### src/rtl/alu_txn_driver.sv
// Initiator for the 8-bit combinational ALU port: takes commands from a valid/ready
// stream, drives registered operands, captures result/flags after SETTLE cycles.
module alu_txn_driver #(
    parameter int unsigned SETTLE = 1,
    parameter int unsigned CNT_W  = 16
) (
    input  logic             clk,
    input  logic             rst,
    input  logic             cmd_valid,
    output logic             cmd_ready,
    input  logic [7:0]       cmd_a,
    input  logic [7:0]       cmd_b,
    input  logic [1:0]       cmd_op,
    output logic [7:0]       alu_a,
    output logic [7:0]       alu_b,
    output logic [1:0]       alu_op,
    input  logic [7:0]       alu_y,
    input  logic             alu_parity,
    input  logic             alu_overflow,
    input  logic             alu_greater,
    input  logic             alu_is_eq,
    input  logic             alu_less,
    output logic             rsp_valid,
    input  logic             rsp_ready,
    output logic [7:0]       rsp_y,
    output logic [4:0]       rsp_flags,
    output logic             rsp_err,
    output logic [CNT_W-1:0] txn_cnt,
    output logic [7:0]       err_cnt
);

    typedef enum logic [1:0] {
        ST_IDLE = 2'd0,
        ST_WAIT = 2'd1,
        ST_RESP = 2'd2
    } state_t;

    localparam logic [3:0]       SETTLE_LOAD = 4'(SETTLE - 1);
    localparam logic [CNT_W-1:0] TXN_ONE     = {{(CNT_W-1){1'b0}}, 1'b1};

    // Compare flags are consistent only when exactly one of greater/is_eq/less is set.
    function automatic logic cmp_inconsistent(input logic g, input logic e, input logic l);
        logic [1:0] sum;
        sum = {1'b0, g} + {1'b0, e} + {1'b0, l};
        return (sum != 2'd1);
    endfunction

    state_t           state_r;
    state_t           state_nxt_s;
    logic [3:0]       settle_cnt_r;
    logic             cmd_ready_r;
    logic             accept_s;
    logic             capture_s;
    logic             handshake_s;
    logic [7:0]       alu_a_r;
    logic [7:0]       alu_b_r;
    logic [1:0]       alu_op_r;
    logic             rsp_valid_r;
    logic [7:0]       rsp_y_r;
    logic [4:0]       rsp_flags_r;
    logic             rsp_err_r;
    logic [CNT_W-1:0] txn_cnt_r;
    logic [7:0]       err_cnt_r;

    // Next-state and per-cycle event decode.
    always_comb begin
        state_nxt_s = state_r;
        accept_s    = 1'b0;
        capture_s   = 1'b0;
        handshake_s = 1'b0;
        case (state_r)
            ST_IDLE: begin
                if (cmd_valid) begin
                    accept_s    = 1'b1;
                    state_nxt_s = ST_WAIT;
                end else begin
                    state_nxt_s = ST_IDLE;
                end
            end
            ST_WAIT: begin
                if (settle_cnt_r == 4'd0) begin
                    capture_s   = 1'b1;
                    state_nxt_s = ST_RESP;
                end else begin
                    state_nxt_s = ST_WAIT;
                end
            end
            ST_RESP: begin
                if (rsp_ready) begin
                    handshake_s = 1'b1;
                    state_nxt_s = ST_IDLE;
                end else begin
                    state_nxt_s = ST_RESP;
                end
            end
            default: begin
                state_nxt_s = ST_IDLE;
            end
        endcase
    end

    // State register, settle counter and registered cmd_ready.
    always_ff @(posedge clk or posedge rst) begin
        if (rst) begin
            state_r      <= ST_IDLE;
            settle_cnt_r <= 4'd0;
            cmd_ready_r  <= 1'b1;
        end else begin
            state_r     <= state_nxt_s;
            cmd_ready_r <= (state_nxt_s == ST_IDLE);
            if (accept_s) begin
                settle_cnt_r <= SETTLE_LOAD;
            end else if ((state_r == ST_WAIT) && (settle_cnt_r != 4'd0)) begin
                settle_cnt_r <= settle_cnt_r - 4'd1;
            end
        end
    end

    // Operand registers: loaded only when a command is accepted.
    always_ff @(posedge clk or posedge rst) begin
        if (rst) begin
            alu_a_r  <= 8'd0;
            alu_b_r  <= 8'd0;
            alu_op_r <= 2'd0;
        end else if (accept_s) begin
            alu_a_r  <= cmd_a;
            alu_b_r  <= cmd_b;
            alu_op_r <= cmd_op;
        end
    end

    // Response capture; payload holds until the next capture.
    always_ff @(posedge clk or posedge rst) begin
        if (rst) begin
            rsp_valid_r <= 1'b0;
            rsp_y_r     <= 8'd0;
            rsp_flags_r <= 5'd0;
            rsp_err_r   <= 1'b0;
        end else if (capture_s) begin
            rsp_valid_r <= 1'b1;
            rsp_y_r     <= alu_y;
            rsp_flags_r <= {alu_parity, alu_overflow, alu_greater, alu_is_eq, alu_less};
            rsp_err_r   <= cmp_inconsistent(alu_greater, alu_is_eq, alu_less);
        end else if (handshake_s) begin
            rsp_valid_r <= 1'b0;
        end
    end

    // Completion counters: txn wraps, err saturates.
    always_ff @(posedge clk or posedge rst) begin
        if (rst) begin
            txn_cnt_r <= '0;
            err_cnt_r <= 8'd0;
        end else if (handshake_s) begin
            txn_cnt_r <= txn_cnt_r + TXN_ONE;
            if (rsp_err_r && (err_cnt_r != 8'hFF)) begin
                err_cnt_r <= err_cnt_r + 8'd1;
            end
        end
    end

    assign cmd_ready = cmd_ready_r;
    assign alu_a     = alu_a_r;
    assign alu_b     = alu_b_r;
    assign alu_op    = alu_op_r;
    assign rsp_valid = rsp_valid_r;
    assign rsp_y     = rsp_y_r;
    assign rsp_flags = rsp_flags_r;
    assign rsp_err   = rsp_err_r;
    assign txn_cnt   = txn_cnt_r;
    assign err_cnt   = err_cnt_r;

endmodule

### config.mk
export PLATFORM = sky130hd
export DESIGN_NAME = alu_txn_driver
export DESIGN_NICKNAME = d
export VERILOG_FILES = /design/src/rtl/alu_txn_driver.sv
export SDC_FILE = /design/constraint.sdc
export NUM_CORES = 1
export LEC_CHECK = 0
export CAP_MARGIN = 20
export CORE_MARGIN = 2
export CORE_UTILIZATION = 47
export CTS_BUF_LIST = sky130_fd_sc_hd__clkbuf_2
export DETAILED_ROUTE_END_ITERATION = 12
export GPL_TIMING_DRIVEN = 0
export PLACE_DENSITY = 0.91
export SETUP_SLACK_MARGIN = 0.5
export SYNTH_ARGS = -nofsm -noshare
export SYNTH_HDL_FRONTEND = slang
export SYNTH_SLANG_ARGS = --single-unit
### constraint.sdc
create_clock -name clk -period 2.2 [get_ports clk]
set_input_delay 0.44 -clock clk [delete_from_list [all_inputs] [get_ports clk]]
set_output_delay 0.44 -clock clk [all_outputs]
set_load 0.1 [all_outputs]
# After elaboration in Yosys (flattened, before gate mapping)
# Index checks and enable logic that the tools add are counted.
# op_classes
n_addsub	5
mul	0
div	0
magnitude_cmp	0
eq_ne	4
n_shift	0
mux	14
bitwise_logic	0
n_reduce_logical	9
# op_table
operator	n
adder 16 x 1 -> 16 bit (second input constant)	1
two-way mux 1 bit	9
adder 8 x 1 -> 8 bit (second input constant)	1
two-way mux 4 bit	2
inequality test 8 bit (second input constant)	1
case mux 2 bit (3 select lines)	1
zero test 2 bit	2
zero test 4 bit	1
two-way mux 2 bit	2
nonzero test 2 bit	2
nonzero test 4 bit	1
subtractor 4 x 1 -> 4 bit (second input constant)	1
adder 1 x 1 -> 2 bit	1
adder 2 x 1 -> 2 bit	1
== test 2 x 1 -> 1 bit (second input constant)	1
== test 2 bit (second input constant)	1
logical AND 1 bit	2
inequality test 2 x 1 -> 1 bit (second input constant)	1
AND reduction 2 bit	1
# word_totals
reg_bits	64
latchBits	0
mem_bits_rw	0
romBits	0
in_bits	35
output_inout_bits	58
memories	0

# Depth between registers and ports, before layout
# depth
ltp_word	4
depth_mapped	6
ltp_nobuf	6

# Worst setup path after synthesis
# No wires, ideal clock.
# synth_timing
path_kind	flip-flop to flip-flop
from	register txn_cnt_r[5] (netlist: txn_cnt[5])
to	register txn_cnt_r[11] (netlist: txn_cnt[11])
t_arrival_ps	2019
t_required_ps	2044
setup_slack_ps	25
stages_incl_launch_ff	5
n_path_buf	0
period_less_slack_ps	2175
cell_sequence	dfrtp_1 -> and3_2 -> nand4_1 -> or4_4 -> xnor2_2
# synth_via
elab_chain_len	1
# synth_rtl
item	line	rtl
start, declared	62	logic [CNT_W-1:0] txn_cnt_r;
start signal, assigned	155	txn_cnt_r <= txn_cnt_r + TXN_ONE;
adder 16 x 1 -> 16 bit	155	
# Every way passes these cells.
# A chain may end at the register's enable or synchronous reset.

# Worst setup path in the final report
# layout_timing
from	register cmd_ready_r (netlist: cmd_ready)
to	output port cmd_ready
# layout_lines
item	line	rtl
start, declared	51	logic cmd_ready_r;
start signal, assigned	110	cmd_ready_r <= (state_nxt_s == ST_IDLE);
end, declared	10	output logic cmd_ready,
# No word-level cell between the ends.

==> impl_metrics.json <==
{
  "synth_top_flop_cell": "dfrtp_1",
  "reg2reg_depth": 4,
  "post-route-min-period_ns": 1.64,
  "hpwl_mm": 4.34,
  "avgViaCountPerCell": 4.92,
  "std_cell_rows": 27,
  "synth_top_family_by_area": "simple AND/OR/NAND/NOR gates",
  "hp-class": "in2async",
  "numCtsBuffers": 9,
  "die_x_microns": 80.1,
  "htreeDepth": 3,
  "post_synth_and_or_nand_nor_area_fraction_pct": 21.1,
  "layout_commonest_cell": "nand2_1",
  "antenna_cells": 0,
  "critPathMaxStageDelay_ns": 0.58,
  "synth_top_area_share_pct": 58.0,
  "nFillCells": 448,
  "cts.sinks": 64,
  "first_pass_iters": 4,
  "cap_violations": 0,
  "drv_slew": 0,
  "tightest_slew_ns": 0.698,
  "grt_pass1_vias": 2135,
  "cts_tree": "yes",
  "crit_chain": "buf_12",
  "status": "complete, no violations",
  "cp_max_fo": 1,
  "ant_nets": 0,
  "ys_ff_latch": 64,
  "synth_area_leaders": "dfrtp_1, nand2_1, mux2_2",
  "grt_max_degree": 34,
  "r2r_slack_ns": 0.63,
  "holdBufCountCts": 0,
  "cts.path.max_buffers": 2,
  "synth-seq-area-share_pct": 58.9,
  "vias": 2179,
  "endpoint_kind": "output pin",
  "clk_pin_slew_worst_paths_ns": 0.17,
  "timing.rr.end": "err_cnt[7]",
  "grt_usage_pct": 19.7,
  "die_h_microns": 80.1,
  "cp.arrival_ns": 1.20,
  "pin_count": 93,
  "totalWireLength_mm": 5.93,
  "ys_types": 36,
  "finalClockSkew_ns": 0.0190,
  "final_cells": 443,
  "syn-mean-instance-area_sq_um": 10.5,
  "crit_cells": 1,
  "wl_per_cell_microns": 13.4,
  "rsz0062_at_grt": "true",
  "seqCellArea_sq_um": 1640,
  "timing.final.crit_share_pct": 74.7,
  "setup_tns_ns": 0,
  "clock_latency_ns": 0.46,
  "synth-compound-area-share_pct": 2.94,
  "cp_num_buf_inv": 1,
  "slew_headroom_pct": 53.4,
  "grt_pass1_wl_mm": 9.60,
  "synth_xor_xnor_area_share_pct": 6.39,
  "netlist_area_sq_um": 2720,
  "layout_common_cells": "nand2_1, dfrtp_1, buf_4",
  "drtIter0Drc": 82,
  "cp_top_family": "flip-flops",
  "cts_root_buf": "clkbuf_2",
  "cp_slowest_cell": "dfstp_2",
  "antenna_found_initial": 0,
  "syn_to_final_growth_pct": 43.8,
  "synthAdderAreaFrac_pct": 2.58,
  "start_util_pct": 49.1,
  "globalplace.congestion": 0.803,
  "core-area_sq_um": 5540,
  "port_buffers": 92,
  "start_kind": "register",
  "grt-ovfl-total": 0,
  "drc": 0,
  "synth_top_area_cell": "dfrtp_1",
  "synth-async-reset-ratio_pct": 100,
  "dp_cells": 423,
  "synth_edf_count": 0,
  "r2r-start": "state_r[0]",
  "fmax_mhz": 609,
  "final_layout_size_suffix_gt1_share_pct": 33.4,
  "multi_input_area_sq_um": 1070,
  "crit_type": "reg2out",
  "yosysWarnings": 0,
  "setup_violations": 0,
  "hold_viol_final": 0,
  "final_nets": 406,
  "syn_nets": 298,
  "dieArea_sq_um": 6410,
  "synth_cells": 258,
  "critical_path_required_ns": 1.76,
  "muxShareOfSynthArea_pct": 5.80
}
-- how the worst max path moves through the flow --
stage | end | start | slack (ns)
finish | cmd_ready | cmd_ready | 0.56
global route | err_cnt[7] | state_r[0] | 0.48
CTS | cmd_ready | cmd_ready | 0.43
detailed placement | err_cnt[7] | rsp_ready | 0.02
global placement | err_cnt[7] | rsp_ready | 0.05
floorplan | txn_cnt[11] | txn_cnt[5] | 0.38
-- cell usage after synthesis, types with 2 or more instances --
cell type and n:
inv_1 9, nor2_1 14, mux2_2 13, nand4_1 7, nor3_1 4, and2_1 2, dfrtp_1 63, xnor2_1 13
clkbuf_1 4, o21ai_0 9, and4_1 2, nand3_1 11, xor2_1 5, ha_1 4, nand2_1 77
-- cell families (layout without fill, tap and decap cells) --
family | Yosys count | in the layout
xor+xnor | 19 | 19
buf+inv | 15 | 128
flops | 64 | 64
fa+ha+maj | 5 | 5
mux | 14 | 14
simple gates | 127 | 127
compound gates | 14 | 14
-- per-layer routing --
| layer | vias up | GRT usage (%) | part of all wire, % |
|---|---|---|---|
| li1 | 1060 | - | - |
| met1 | 1050 | 22.7 | 41 |
| met2 | 59 | 33.0 | 51 |
| met3 | 10 | 5.73 | 5.8 |
| met4 | 0 | 10.2 | 1.9 |
| met5 | - | 0 | 0 |
-- metrics by stage --
stage | setup slack [ns] | hold slack (ns) | util, % | cell area [sq um]
floorplan | 0.380 | 0.482 | - | 2760
CTS | 0.427 | 0.382 | 68.8 | 3810
global placement | 0.0526 | 0.456 | 68.1 | 3770
finish | 0.558 | 0.401 | 70.6 | 3910
detailed placement | 0.0190 | 0.461 | 68.5 | 3790
global route | 0.483 | 0.400 | 70.6 | 3910
-- layout make-up --
type,count,area share [%]
inverters,9,0.959
flip-flops and latches,64,41.9
repair buffers,97,23.6
multi-input cells,179,27.3
clock inverters,5,1.82
clock buffers,11,1.41
plain buffers,6,0.704
well taps,72,2.30
-- flip-flops by register name, indices dropped and copies added (netlist names) --
name / cells
state_r: 2
rsp_flags: 5
cmd_ready: 1
settle_cnt_r: 4
alu_op: 2
alu_a: 8
err_cnt: 8
rsp_y: 8
rsp_valid: 1
alu_b: 8
rsp_err: 1
txn_cnt: 16
-- what timing repair did --
item	in CTS	in global routing
gates resized for setup	357	19
endpoints found under the setup margin	58	20
cloned	0	0
buffers inserted	0	4
Power is left out: the tool's default activity adds up to more than one toggle a clock period on the data nets, which glitch-free logic cannot reach.
